==> config.mk <==
export PLATFORM = sky130hd
export DESIGN_NAME = uart_rx_fifo
export DESIGN_NICKNAME = d
export VERILOG_FILES = /design/src/rtl/uart_pkg.sv /design/src/rtl/uart_fifo_mem.sv /design/src/rtl/uart_rx_fifo.sv
export SDC_FILE = /design/constraint.sdc
export NUM_CORES = 1
export LEC_CHECK = 0
export BUFFER_PORTS_ARGS = -buffer_cell sky130_fd_sc_hd__buf_2
export CORE_MARGIN = 2
export CORE_UTILIZATION = 55
export DETAILED_ROUTE_END_ITERATION = 12
export PLACE_DENSITY = 0.83
export SETUP_SLACK_MARGIN = 0.05
export SLEW_MARGIN = 20
export SYNTH_ARGS = -nofsm -noshare
export SYNTH_HDL_FRONTEND = slang
export SYNTH_SLANG_ARGS = --single-unit
==> constraint.sdc <==
create_clock -name clk -period 1.9 [get_ports clk]
set_input_delay 0.38 -clock clk [delete_from_list [all_inputs] [get_ports clk]]
set_output_delay 0.38 -clock clk [all_outputs]
set_load 0.01 [all_outputs]
==> src/rtl/uart_pkg.sv <==
// Shared UART constants used by the receiver, transmitter and RX FIFO.
// Pointer width helper gives one extra wrap bit beyond the address width.
package uart_pkg;

    localparam int UART_DBITS         = 8;
    localparam int UART_RX_FIFO_DEPTH = 16;

    function automatic int ptr_width(input int depth);
        return $clog2(depth) + 1;
    endfunction

endpackage

==> src/rtl/uart_fifo_mem.sv <==
// Simple dual-port DEPTH x DBITS storage: registered write, asynchronous read.
// Contents are intentionally not reset.
module uart_fifo_mem
    import uart_pkg::*;
#(
    parameter int DBITS = UART_DBITS,
    parameter int DEPTH = UART_RX_FIFO_DEPTH,
    localparam int AW   = $clog2(DEPTH)
) (
    input  logic             clk,
    input  logic             we,
    input  logic [AW-1:0]    waddr,
    input  logic [DBITS-1:0] wdata,
    input  logic [AW-1:0]    raddr,
    output logic [DBITS-1:0] rdata
);

    logic [DBITS-1:0] mem [DEPTH];

    always_ff @(posedge clk) begin
        if (we) mem[waddr] <= wdata;
    end

    assign rdata = mem[raddr];

endmodule

==> src/rtl/uart_rx_fifo.sv <==
// First-word-fall-through FIFO behind the UART receiver with sticky overrun.
// Define UART_RX_FIFO_LEVEL_EN to add a registered occupancy output 'level'.
module uart_rx_fifo
    import uart_pkg::*;
#(
    parameter int DBITS = UART_DBITS,
    parameter int DEPTH = UART_RX_FIFO_DEPTH
) (
    input  logic             clk,
    input  logic             rst,
    input  logic             rx_done,
    input  logic [DBITS-1:0] rx_dout,
    output logic             rd_valid,
    input  logic             rd_ready,
    output logic [DBITS-1:0] rd_data,
    output logic             full,
    output logic             empty,
    output logic             overrun,
    input  logic             clr_overrun
`ifdef UART_RX_FIFO_LEVEL_EN
    ,
    output logic [ptr_width(DEPTH)-1:0] level
`endif
);

    localparam int PW = ptr_width(DEPTH);
    localparam int AW = PW - 1;

    logic          rx_done_q;
    logic          push, pop, wr_en, drop;
    logic          empty_i, full_i, overrun_q;
    logic [PW-1:0] wr_ptr, rd_ptr, wr_ptr_nx, rd_ptr_nx;

    // Edge-detect so a long rx_done produces exactly one push.
    assign push = rx_done && !rx_done_q;

    assign empty_i = (wr_ptr == rd_ptr);
    assign full_i  = (wr_ptr[AW-1:0] == rd_ptr[AW-1:0]) && (wr_ptr[AW] != rd_ptr[AW]);

    // Flags read as their reset values for the whole time rst is high.
    assign rd_valid = !empty_i && !rst;
    assign empty    = !rd_valid;
    assign full     = full_i && !rst;
    assign overrun  = overrun_q && !rst;

    assign pop = rd_valid && rd_ready;
    // A push while full is still accepted when the head leaves in the same cycle.
    assign wr_en = push && !rst && (!full_i || pop);
    assign drop  = push && full_i && !pop;

    assign wr_ptr_nx = wr_en ? wr_ptr + PW'(1) : wr_ptr;
    assign rd_ptr_nx = pop   ? rd_ptr + PW'(1) : rd_ptr;

    always_ff @(posedge clk) begin
        if (rst) begin
            wr_ptr    <= '0;
            rd_ptr    <= '0;
            rx_done_q <= 1'b0;
            overrun_q <= 1'b0;
        end else begin
            wr_ptr    <= wr_ptr_nx;
            rd_ptr    <= rd_ptr_nx;
            rx_done_q <= rx_done;
            if (drop)             overrun_q <= 1'b1;
            else if (clr_overrun) overrun_q <= 1'b0;
        end
    end

    uart_fifo_mem #(
        .DBITS(DBITS),
        .DEPTH(DEPTH)
    ) u_mem (
        .clk  (clk),
        .we   (wr_en),
        .waddr(wr_ptr[AW-1:0]),
        .wdata(rx_dout),
        .raddr(rd_ptr[AW-1:0]),
        .rdata(rd_data)
    );

`ifdef UART_RX_FIFO_LEVEL_EN
    logic [PW-1:0] level_q;

    always_ff @(posedge clk) begin
        if (rst) level_q <= '0;
        else     level_q <= wr_ptr_nx - rd_ptr_nx;
    end

    assign level = rst ? '0 : level_q;
`endif

endmodule

# After elaboration in Yosys (flattened, before gate mapping)
# Memory sizes are Yosys's and may differ from the RTL's. A register that Yosys moved wholly into a read port is not among the register bits.
# Cells that the tools add are included.
dict set report word_totals {
  out_inout_bits 12
  elab_cells 34
  memories 1
  ramBits 128
  register_bits 12
}
dict set report op_classes {
  n_addsub 2
  n_eq_ne 3
  reduce_logical 18
  muxes 6
}
# memory words word_bits read_ports rd_ports_with_merged_regs write_ports line
set mem_list {}
lappend mem_list {u_mem.mem 16 8 1 1 1 uart_fifo_mem.sv:18} ;# logic [DBITS-1:0] mem [DEPTH];
# cell n
set op_table {}
lappend op_table {{5-bit by 1-bit adder with 5-bit output (second input constant)} 2}
lappend op_table {{1-bit logical AND} 10}
lappend op_table {{4-bit two-way mux} 2}
lappend op_table {{1-bit logical NOT} 6}
lappend op_table {{5-bit equality test} 1}
lappend op_table {{4-bit equality test} 1}
lappend op_table {{1-bit two-way mux} 4}
lappend op_table {{2-bit nonzero test} 1}
lappend op_table {{1-bit logical OR} 1}
lappend op_table {{1-bit inequality test} 1}

# Longest topological paths before layout
# Gate-level depths: netlist of run 1.
dict set report logic_depth {
  ltp_word 8
  ltp_mapped 7
}

# Hierarchy
# From an unflattened synthesis of run 1, not the netlist that was laid out.
dict set report hier_totals {
  cells_unflattened 288
  hier_area_um2 5611.6
}
# module area_per_inst_um2 cells_per_inst instances
set by_module_without_submodules {}
lappend by_module_without_submodules {uart_fifo_mem 4987.3 221 1}
lappend by_module_without_submodules {uart_rx_fifo 624.3 67 1}

# Least setup slack after synthesis of run 1
# Ideal clock, no wire load.
dict set report synth_path {
  path_type {input -> register}
  startpoint {in rst}
  endpoint {mem u_mem.mem[3][0] (netlist bit), enable pin}
  setup_ps 383
  setup_slack_ps -117
  arrival_ps 1634
  path_buffers 0
  path_stages 3
  path_cell_list {nor3b_1 > o211ai_1 > nor3_1}
}
dict set report synth_between {
  elab_chain_cells 7
  elab_cells_between_ends 8
}
# item line
set synth_rtl {}
lappend synth_rtl {{from (decl)} uart_rx_fifo.sv:10} ;# input logic rst,
lappend synth_rtl {{1-bit logical NOT (*)} {uart_rx_fifo.sv:41, uart_rx_fifo.sv:48}}
lappend synth_rtl {{1-bit logical AND} uart_rx_fifo.sv:41} ;# assign rd_valid = !empty_i && !rst;
lappend synth_rtl {{1-bit logical AND} uart_rx_fifo.sv:46} ;# assign pop = rd_valid && rd_ready;
lappend synth_rtl {{1-bit logical OR} uart_rx_fifo.sv:48} ;# assign wr_en = push && !rst && (!full_i || pop);
lappend synth_rtl {{1-bit logical AND (*)} uart_rx_fifo.sv:48}
lappend synth_rtl {{1-bit two-way mux (*)} uart_fifo_mem.sv:21} ;# if (we) mem[waddr] <= wdata;
lappend synth_rtl {{1-bit two-way mux (implied by the code) (*)} uart_fifo_mem.sv:21}
lappend synth_rtl {{to (decl)} uart_fifo_mem.sv:18}
# Mark *: on every way between the ends. The rest lies on a longest branch, timed or not.

==> results.py, run 1 <==
metrics = {
    "route": {
        "dr_total_vias": 3117,
        "drt_first_pass_iters": 5,
        "drc_errors": 0,
        "drt-total-wl_um": 13500,
        "detail_route.wl_per_cell_um": 26.2,
        "routed_via_density": 6.08,
        "drt-initial-drc-count": 292,
        "drtAntennaViolNets": 0,
    },
    "worst_setup_path": {
        "worst-r2r-cell-count": 7,
        "crit_fanout": 8,
        "r2r_slack_ps": 70,
        "worstPathArrival_ps": 2320,
        "end_kind": "output port",
        "regToRegStartpoint": "rd_ptr[1]$_SDFFE_PP0N_",
        "r2r_end": "u_mem.mem[9][4]$_DFFE_PP_",
        "crit_type": "flop to output port",
        "required_ps": 1520,
        "startpoint_type": "flop",
    },
    "pwr": {
        "p_leak_nw": 2.50,
        "power.density_nw_per_um2": 1060,
        "peakVddDrop_v": 0.000641,
        "total_power_mw": 7.66,
    },
    "timing": {
        "finalCritPeriodShare_pct": 142,
        "layout_setup_ws_ps": -804,
        "skew_ps": 8.80,
        "max-slew-margin-rel_pct": 63.3,
        "fin_hold_ws_ps": 110,
        "worstMarginPinSlew_ps": 550,
        "fmax_mhz": 370,
        "setup_viol": 11,
        "final-max-slew-violation-count": 0,
        "final_hold_viol_count": 0,
        "rsz0062_at_grt": "true",
        "finalCriticalPeriod_ps": 2700,
    },
    "clocking": {
        "cts.sinks": 144,
        "clkTransAtPathRegs_ps": 60,
        "htree_levels": 4,
        "insertion_delay_ps": 510,
        "cts_max_path_buffers": 2,
        "cts_buffers": 17,
        "cts_root_buffer": "clkbuf_8",
        "cts_tree": "yes",
    },
    "global_routing": {
        "grt_pass1_wl_um": 19300,
        "gr-total-overflow": 0,
        "grt_pass1_vias": 3240,
        "grt_max_degree": 33,
        "antenna_found_initial": 0,
        "track_usage_pct": 24.5,
    },
    "min_path": {
        "hp-class": "primary input to flop",
        "min_to": "rx_done_q$_SDFF_PP0_",
        "min_path_cells": 2,
        "min_from": "rx_done",
    },
    "place": {
        "port-buffer-count": 24,
        "dpl.cell_count": 465,
        "dpl.hpwl_um": 7610,
        "routabilityCongestion": 0.781,
    },
    "cells_and_area": {
        "antenna_cells": 0,
        "fill_cells": 604,
        "drive_above_1_share_pct": 43.2,
        "area_growth_pct": 23.4,
        "instances_no_fill": 513,
        "nNetsFinal": 382,
        "layout_commonest_cell": "edfxtp_1",
        "final_cell_mix": "edfxtp_1, buf_4, mux4_2",
    },
    "run_status": {
        "status": "finished, violations left",
        "violations": "setup timing",
    },
    "synth": {
        "syn_area_um2": 5860,
        "syn_inst": 284,
        "ys_seq_area_share_pct": 71.1,
        "syn_area_per_cell_um2": 20.6,
        "yosysWarnings": 0,
        "ys_ff_latch": 144,
        "synth_cell_types": 35,
        "synth_nets": 302,
    },
    "floorplanning": {
        "placementRows": 37,
        "num_io_pins": 25,
        "die_w_um": 107,
        "core-area_um2": 10300,
        "fp.dieH_um": 107,
        "die_area_um2": 11500,
        "initial_core_util_pct": 56.8,
    },
    "job": {
        "maxCapViolations": 0,
    },
}
[synth_stat cells]
master	count	area share (%)
edfxtp_1	128	66
mux4_1	24	11
dfxtp_1	16	5.5
mux4_2	16	6.1
and3_1	14	1.5
nor2b_1	9	0.96
a21oi_1	6	0.51
inv_1	6	0.38
nand4_1	6	0.64
ha_1	5	1.1
mux2_1	5	0.96
nand2_1	5	0.32
nor2_1	5	0.32
buf_1	4	0.26
buf_2	4	0.34
mux2i_1	4	0.68
xnor2_1	4	0.60
a21boi_2	2	0.38
buf_8	2	0.51
clkbuf_1	2	0.13
nor3_1	2	0.17
o211ai_1	2	0.26
a211o_1	1	0.15
a21o_1	1	0.13
a32o_1	1	0.17
and2_1	1	0.11
and4_1	1	0.15
buf_12	1	0.34
buf_6	1	0.19
inv_2	1	0.064
nand3b_1	1	0.13
nor3b_1	1	0.13
o21ai_1	1	0.085
o31ai_1	1	0.13
xnor2_2	1	0.28
[layer usage]
layer | up-vias | global-route usage (%) | routed length [µm]
met5 | - | 0 | 0
met2 | 168 | 44.2 | 7300
met1 | 1570 | 27.8 | 4850
li1 | 1343 | - | -
met3 | 36 | 6.93 | 920
met4 | 0 | 8.44 | 383
[state kept, by name, summed over array words and instances, names as in the netlist, named ones only]
signal,count
wr_ptr,5
u_mem.mem,128
rx_done_q,1
rd_ptr,5
overrun_q,1
[cell type report]
type	count	area (µm²)	share of cell area (%)
flip-flops and latches	144	4190	57.9
repair buffers	75	638	8.83
clock inverters	15	124	1.71
inverters	7	26.3	0.363
well taps	136	170	2.35
multi-input cells	119	1670	23.1
clock buffers	17	414	5.73
[stage by stage]
step | TNS, ps | util (%) | worst slack [ps] | cell area, µm²
floorplan | -490 | - | -66.4 | 5870
global placement | -1620 | 61.9 | -229 | 6390
detailed placement | -1780 | 61.9 | -274 | 6390
CTS | -6510 | 68.9 | -799 | 7120
global route | -7140 | 70.0 | -865 | 7230
finish | -6470 | 70.0 | -804 | 7230
[what timing repair did]
| item | CTS | global route |
|---|---|---|
| cloned | 1 | 1 |
| setup endpoints to repair | 13 | 131 |
| hold buffers | 0 | 0 |
| buffers inserted | 9 | 6 |
| gates resized for setup | 35 | 17 |
| pin swaps | 8 | 7 |
[kinds of logic after synthesis]
| kind of cell | count (synthesis) | synth area share, % |
|---|---|---|
| flops | 144 | 71.1 |
| mux | 49 | 18.6 |
| simple gates | 45 | 4.42 |
| buf+inv | 21 | 2.22 |
| compound gates | 15 | 1.81 |
| xor+xnor | 5 | 0.875 |
| fa+ha+maj | 5 | 1.07 |
[report_power, final]
group | leakage [nW] | switching (mW) | internal [mW]
sequential | 1.29 | 0.0484 | 3.49
clock | 0.259 | 1.33 | 1.64
combinational | 0.957 | 0.517 | 0.637
[worst max-delay path, stage by stage (launching register included)]
cell and delay (ps):
dfxtp_4 410, buf_6 180, mux4_1 600, mux4_2 470
buf_2 150
[worst max-delay path by stage]
stage / start / end / slack, ps / depth (start not counted)
after floorplan: flop / rd_data[1] / -70 / 4
after global placement: flop / rd_data[7] / -230 / 4
after detailed placement: flop / rd_data[3] / -270 / 4
after CTS: flop / rd_data[1] / -800 / 4
after global routing: flop / rd_data[7] / -870 / 4
final: flop / rd_data[7] / -800 / 4
No activity file was read; power rests on OpenSTA's default activity.
==> inputs of run 2 (changes only) <==
==> constraint.sdc (replaced) <==
create_clock -name clk -period 1.9 [get_ports clk]
set_input_delay 0.19 -clock clk [delete_from_list [all_inputs] [get_ports clk]]
set_output_delay 0.19 -clock clk [all_outputs]
set_load 0.01 [all_outputs]
==> run 2 against run 1 <==
  * The run still ends with setup timing left
  * Global-route usage down 0.12 points
  * Clock-buffer cell count unchanged
  * First-iteration DRC count down 1.0%
  * Register-to-register slack better by 70 ps
  * Clock skew up 1.3 ps
  * Combinational power down 5%
  * Critical path type unchanged
  * Largest cell class unchanged
==> results.py, run 2 (same netlist as run 1, synthesis figures left out) <==
metrics = {
    "pwr": {
        "p_int_mw": 5.82,
        "pwr-share-clk_pct": 39.4,
        "comb_power_share_pct": 14.2,
        "switching_share_pct": 23.8,
        "power.density_nw_per_um2": 1080,
        "switchingPower_mw": 1.82,
        "p_leak_nw": 2.42,
        "peakVddDrop_v": 0.000675,
        "seq_power_share_pct": 46.4,
    },
    "place": {
        "dp_slack_ps": -127,
        "dpl.hpwl_um": 7570,
        "port-buffer-count": 24,
        "routabilityCongestion": 0.796,
    },
    "worst_setup_path": {
        "slowest_stage": "mux4_1",
        "end_kind": "output port",
        "r2r_end": "u_mem.mem[0][3]$_DFFE_PP_",
        "worst-path-buf-inv": 2,
        "crit_type": "flop to output port",
        "r2r_slack_ps": 140,
        "worstPathCellList": "buf_8 > mux4_1 > mux4_2 > buf_2",
        "worst-r2r-cell-count": 7,
        "worstPathArrival_ps": 2340,
        "startpoint_type": "flop",
        "required_ps": 1710,
        "crit_fanout": 8,
        "slowest_delay_ps": 570,
        "cp-endpoint": "rd_data[0]",
        "cp.depth": 4,
        "crit_family": "multiplexers",
        "regToRegStartpoint": "wr_ptr[4]$_SDFFE_PP0P_",
    },
    "route": {
        "dr_total_vias": 3049,
        "drtAntennaViolNets": 0,
        "drc_errors": 0,
        "detail_route.wl_per_cell_um": 25.8,
        "routed_via_density": 6.07,
        "drt_first_pass_iters": 5,
        "drt-total-wl_um": 13000,
        "drt-initial-drc-count": 289,
    },
    "timing": {
        "setup_viol": 8,
        "final-max-slew-violation-count": 0,
        "worstMarginPinSlew_ps": 532,
        "fmax_mhz": 395,
        "rsz0062_at_grt": "true",
        "skew_ps": 10.1,
        "layout_setup_ws_ps": -629,
        "finalCritPeriodShare_pct": 133,
        "finalCriticalPeriod_ps": 2530,
        "final_hold_viol_count": 0,
        "max-slew-margin-rel_pct": 64.4,
    },
    "cells_and_area": {
        "layout_commonest_cell": "edfxtp_1",
        "final_cell_mix": "edfxtp_1, mux4_2, buf_4",
        "drive_above_1_share_pct": 41.3,
        "antenna_cells": 0,
        "layout.area.seq_um2": 4180,
        "nNetsFinal": 371,
        "top_register": "u_mem.mem",
        "utilization_pct": 68.4,
        "area_growth_pct": 20.4,
        "multi_input_area_um2": 1610,
        "top_regs": "u_mem.mem: 128 flops, rd_ptr: 5 flops, wr_ptr: 5 flops",
        "fill_cells": 622,
        "largest_reg_flops": 128,
    },
    "clocking": {
        "cts.sinks": 144,
        "cts_max_path_buffers": 2,
        "insertion_delay_ps": 530,
        "htree_levels": 4,
        "cts_root_buffer": "clkbuf_8",
        "cts_buffers": 17,
        "cts_tree": "yes",
        "clkTransAtPathRegs_ps": 60,
    },
    "global_routing": {
        "grt_pass1_vias": 3272,
        "grt_pass1_wl_um": 19300,
        "track_usage_pct": 24.4,
        "antenna_found_initial": 0,
        "gr-total-overflow": 0,
        "grt_max_degree": 33,
    },
    "floorplanning": {
        "fp.dieH_um": 107,
        "num_io_pins": 25,
        "placementRows": 37,
        "initial_core_util_pct": 56.8,
        "die_area_um2": 11500,
        "die_w_um": 107,
        "core-area_um2": 10300,
    },
    "run_status": {
        "status": "finished, violations left",
        "violations": "setup timing",
    },
    "job": {
        "maxCapViolations": 0,
    },
    "min_path": {
        "min_path_cells": 1,
        "hp-class": "primary input to flop",
    },
}
## run 2: cell types whose count changed in the layout (fill, tap and decap cells not counted), sizes merged
cell         previous run  this run
clkinvlp                2         1
dlygate4sd3             0         2
inv                    14         8
bufinv                  0         1
buf                    75        62
clkinv                  6        12
## run 2: layout make-up
cell class	instances	area share, %
well taps	136	2.41
repair buffers	64	7.61
clock inverters	15	1.72
inverters	7	0.372
multi-input cells	119	22.8
clock buffers	17	5.87
flip-flops and latches	144	59.2
## run 2: power groups by stage
stage                     Combinational [mW]  Sequential [mW]  Clock, mW
final                                   1.09             3.54       3.01
after global routing                    1.15             3.54       3.17
after CTS                               1.04             3.54       3.04
after detailed placement               0.896             3.58          0
after global placement                 0.863             3.58          0
after floorplan                        0.625             3.57          0
## run 2: per-layer routing
metal / part of all wire, % / vias to the layer above / track usage, %
met5: 0 / - / 0
li1: - / 1316 / -
met3: 6.6 / 22 / 7.72
met2: 56 / 143 / 42.7
met1: 36 / 1568 / 28.5
met4: 1.7 / 0 / 8.16
## run 2: worst min path at each step
stage / startpoint / endpoint / slack, ps
2_1_floorplan: rx_dout[0] / u_mem.mem[0][0]$_DFFE_PP_ / 290
3_3_place_gp: rx_done / rx_done_q$_SDFF_PP0_ / 430
3_5_place_dp: rx_done / rx_done_q$_SDFF_PP0_ / 450
4_1_cts: rx_dout[1] / u_mem.mem[15][1]$_DFFE_PP_ / 20
5_1_grt: rx_dout[7] / u_mem.mem[10][7]$_DFFE_PP_ / 40
6_report: rx_dout[1] / u_mem.mem[3][1]$_DFFE_PP_ / 40
## run 2: worst register-to-register path: cells and delay by family (launching register included)
family                 cells  cell delay [ps]
buffers and inverters      3              520
flip-flops                 1              330
AO/OA/AOI/OAI              2              200
XOR/XNOR                   1              190
AND/OR/NAND/NOR            1              230
## run 2: stage by stage
stage / area (µm²) / std cells / power [mW] / TNS, ps / hold WS [ps]
2_1_floorplan: 5880 / 284 / 4.20 / 0 / 289
3_3_place_gp: 6360 / 463 / 4.44 / -754 / 425
3_5_place_dp: 6360 / 463 / 4.48 / -2640 / 446
4_1_cts: 7020 / 502 / 7.61 / -5120 / 19.6
5_1_grt: 7060 / 502 / 7.86 / -5190 / 35.1
6_report: 7060 / 502 / 7.64 / -4730 / 38.5
## run 2: timing repair
item | in CTS | in global routing
gates cloned | 1 | 0
hold buffers | 2 | 0
buffers inserted | 4 | 0
gates resized for setup | 26 | 24
hold endpoints to repair | 2 | 0
pin swaps | 6 | 3
endpoints found under the setup margin | 123 | 105
==> inputs of run 3 (changes only) <==
--- a/config.mk
+++ b/config.mk
@@ -14,4 +14,5 @@
 export SLEW_MARGIN = 20
 export SYNTH_ARGS = -nofsm -noshare
 export SYNTH_HDL_FRONTEND = slang
+export SYNTH_HIERARCHICAL = 1
 export SYNTH_SLANG_ARGS = --single-unit
==> run 3 against run 2 <==
  * The run still ends with setup timing left
  * Register-to-register slack worse by 600 ps
  * Clock-buffer cell count did not move
  * Cell area rose by 4.5%
  * First-iteration DRC count grew 48%
  * Sequential power is 4% lower
  * Worst hold slack improved by 25 ps
  * Synthesized area decreased by 4.2%
  * Sequential share of layout area fell by 3.6 points
  * Largest cell class unchanged
==> results.py, run 3 <==
metrics = {
    "global_routing": {
        "grt_pass1_vias": 3362,
        "track_usage_pct": 26.9,
        "grt_pass1_wl_um": 21000,
        "use_met1_pct": 34.2,
        "grt-busiest-layer": "met2",
        "gr-total-overflow": 0,
        "use_met2_pct": 45.0,
        "use_met3_pct": 6.30,
        "grt_max_degree": 36,
        "antenna_found_initial": 0,
    },
    "synth": {
        "yosysWarnings": 6,
        "syn_area_per_cell_um2": 19.5,
        "synth_edf_count": 128,
        "ys_ff_latch": 140,
        "yosysMostFrequentCell": "edfxtp_1",
        "synth.area.top_cells": "edfxtp_1, mux4_2, mux4_1, dfxtp_1, a22oi_1",
        "syn_inst": 288,
        "yosysTopAreaCell": "edfxtp_1",
        "synth_nets": 303,
        "ys_seq_area_share_pct": 72.8,
        "syn_area_um2": 5610,
        "yosys-top-cells-count": "edfxtp_1, nor2_1, mux4_2, a22oi_1, mux4_1",
        "async_flop_share_pct": 0,
        "ys.flop_type": "edfxtp_1",
        "netlist.area_leader.share_pct": 68.5,
        "synth_cell_types": 38,
    },
    "floorplanning": {
        "num_io_pins": 25,
        "initial_core_util_pct": 57.1,
        "die_w_um": 105,
        "core-area_um2": 9820,
        "die_area_um2": 11000,
        "placementRows": 36,
        "fp.dieH_um": 105,
    },
    "worst_setup_path": {
        "regToRegStartpoint": "rd_ptr[0]$_SDFFE_PP0P_",
        "startpoint_type": "flop",
        "crit_type": "flop to output port",
        "worst-r2r-cell-count": 10,
        "r2r_end": "u_mem/mem[0][0]$_DFFE_PP_",
        "end_kind": "output port",
        "slowest_delay_ps": 520,
        "crit_fanout": 7,
        "slowest_stage": "mux4_2",
        "r2r_slack_ps": -460,
        "worstPathArrival_ps": 2200,
        "worstPathCellList": "buf_12 > buf_16 > mux4_2 > a22oi_1 > nand2_1 > buf_2",
        "required_ps": 1710,
    },
    "cells_and_area": {
        "drive_above_1_share_pct": 47.4,
        "final_cell_mix": "edfxtp_1, mux4_2, buf_2",
        "top_register": "u_mem/mem",
        "antenna_cells": 0,
        "layout_commonest_cell": "edfxtp_1",
        "largest_reg_flops": 128,
        "nNetsFinal": 392,
        "area_growth_pct": 31.4,
        "instances_no_fill": 523,
        "top_regs": "u_mem/mem: 128 flops, rd_ptr: 5 flops, wr_ptr: 5 flops",
    },
    "route": {
        "drt-total-wl_um": 14000,
        "drc_errors": 0,
        "detail_route.wl_per_cell_um": 26.8,
        "drt-initial-drc-count": 429,
        "drt_first_pass_iters": 5,
        "dr_total_vias": 3238,
        "routed_via_density": 6.19,
        "drtAntennaViolNets": 0,
    },
    "run_status": {
        "violations": "setup timing",
        "status": "finished, violations left",
    },
    "timing": {
        "final-max-slew-violation-count": 0,
        "finalCritPeriodShare_pct": 126,
        "final_hold_viol_count": 0,
        "setup_viol": 139,
        "worstMarginPinSlew_ps": 539,
        "skew_ps": 8.80,
        "layout_setup_ws_ps": -495,
        "max-slew-margin-rel_pct": 63.9,
        "fmax_mhz": 418,
        "tns_ps": -46210,
        "finalCriticalPeriod_ps": 2390,
        "rsz0062_at_grt": "true",
    },
    "place": {
        "routabilityCongestion": 0.732,
        "port-buffer-count": 24,
        "dpl.hpwl_um": 7300,
        "dpl.cell_count": 473,
    },
    "min_path": {
        "hp-class": "primary input to flop",
        "min_path_cells": 1,
        "min_from": "rx_dout[4]",
        "min_to": "u_mem/mem[10][4]$_DFFE_PP_",
    },
    "pwr": {
        "peakVddDrop_v": 0.000627,
        "total_power_mw": 7.55,
        "pwr-share-clk_pct": 43.4,
        "p_int_mw": 5.74,
        "seq_power_share_pct": 45.0,
        "p_leak_nw": 2.46,
        "switching_share_pct": 24.0,
        "comb_power_share_pct": 11.7,
        "switchingPower_mw": 1.81,
        "power.density_nw_per_um2": 1020,
    },
    "clocking": {
        "cts_root_buffer": "clkbuf_8",
        "cts_max_path_buffers": 2,
        "clkTransAtPathRegs_ps": 60,
        "insertion_delay_ps": 520,
        "cts.sinks": 140,
        "htree_levels": 4,
        "cts_buffers": 17,
        "cts_tree": "yes",
    },
    "job": {
        "maxCapViolations": 0,
    },
}
-- run 3: cell types whose count changed in the layout (fill, tap and decap cells not counted), moves of 6 or more --
cell and delta:
nor2_4 +12, buf_6 +11, buf_4 -10, a22oi_2 +9, buf_12 +8, a22oi_1 +7, dfxtp_1 -7, and3_1 -6
-- run 3: worst max path at each step --
| stage | start | cells after the start | to | slack (ps) |
|---|---|---|---|---|
| after global placement | rst | 8 | u_mem/mem[0][1]$_DFFE_PP_ | -100 |
| after floorplan | wr_ptr[1]$_SDFFE_PP0P_ | 6 | u_mem/mem[0][0]$_DFFE_PP_ | -180 |
| after detailed placement | rst | 8 | u_mem/mem[0][1]$_DFFE_PP_ | -220 |
| after CTS | rd_ptr[0]$_SDFFE_PP0P_ | 6 | rd_data[5] | -490 |
| final | rd_ptr[0]$_SDFFE_PP0P_ | 6 | rd_data[4] | -490 |
| after global routing | rd_ptr[0]$_SDFFE_PP0P_ | 6 | rd_data[0] | -530 |
-- run 3: routing by layer --
metal  up-vias  wire length, µm
li1       1348                -
met1      1660             5220
met2       189             7380
met3        41             1000
met4         0              421
met5         -                0
-- run 3: power groups by stage --
stage / Combinational [mW] / Clock, mW / Sequential, mW
after floorplan: 0.406 / 0 / 3.47
after global placement: 0.591 / 0 / 3.46
after detailed placement: 0.610 / 0 / 3.46
after CTS: 0.831 / 3.28 / 3.39
after global routing: 0.930 / 3.43 / 3.40
final: 0.881 / 3.28 / 3.40
-- run 3: cell families after synthesis --
family / synth area share (%)
xor gates and xnor gates: 1.69
buffers and inverters: 1.87
AOI/OAI and AO/OA: 3.79
DFF: 72.8
adders and majority gates: 0.446
and+or+nand+nor: 5.28
muxes: 14.1
-- run 3: through the flow --
stage	util, %	hold slack (ps)	worst slack, ps	area (µm²)
6_report	75.1	63.5	-495	7370
4_1_cts	74.6	47.6	-490	7330
5_1_grt	75.1	53.7	-533	7370
2_1_floorplan	-	269	-176	5720
3_5_place_dp	64.4	388	-218	6320
3_3_place_gp	64.4	383	-104	6320
-- run 3: worst max-delay path, delay by kind of cell (launching register included) --
| kind | cells | cell delay (ps) |
|---|---|---|
| muxes | 1 | 520 |
| buffers and inverters | 3 | 450 |
| DFF | 1 | 370 |
| AOI/OAI and AO/OA | 1 | 210 |
| and+or+nand+nor | 1 | 130 |
-- run 3: final cells by class --
class	instances	area [µm²]
Tap cell	133	166
Timing Repair Buffer	81	851
Sequential cell	140	4100
Clock inverter	15	165
Inverter	4	17.5
Fill cell	556	2440
Multi-Input combinational cell	133	1660
Clock buffer	17	414
-- run 3: timing repair --
item                                    in CTS  in global routing
pin swaps                                   20                 15
hold buffers                                 4                  0
endpoints found under the hold margin        3                  0
buffers inserted                            13                  6
resized for setup                           53                 17
gates cloned                                 3                  0
endpoints found under the setup margin     139                146
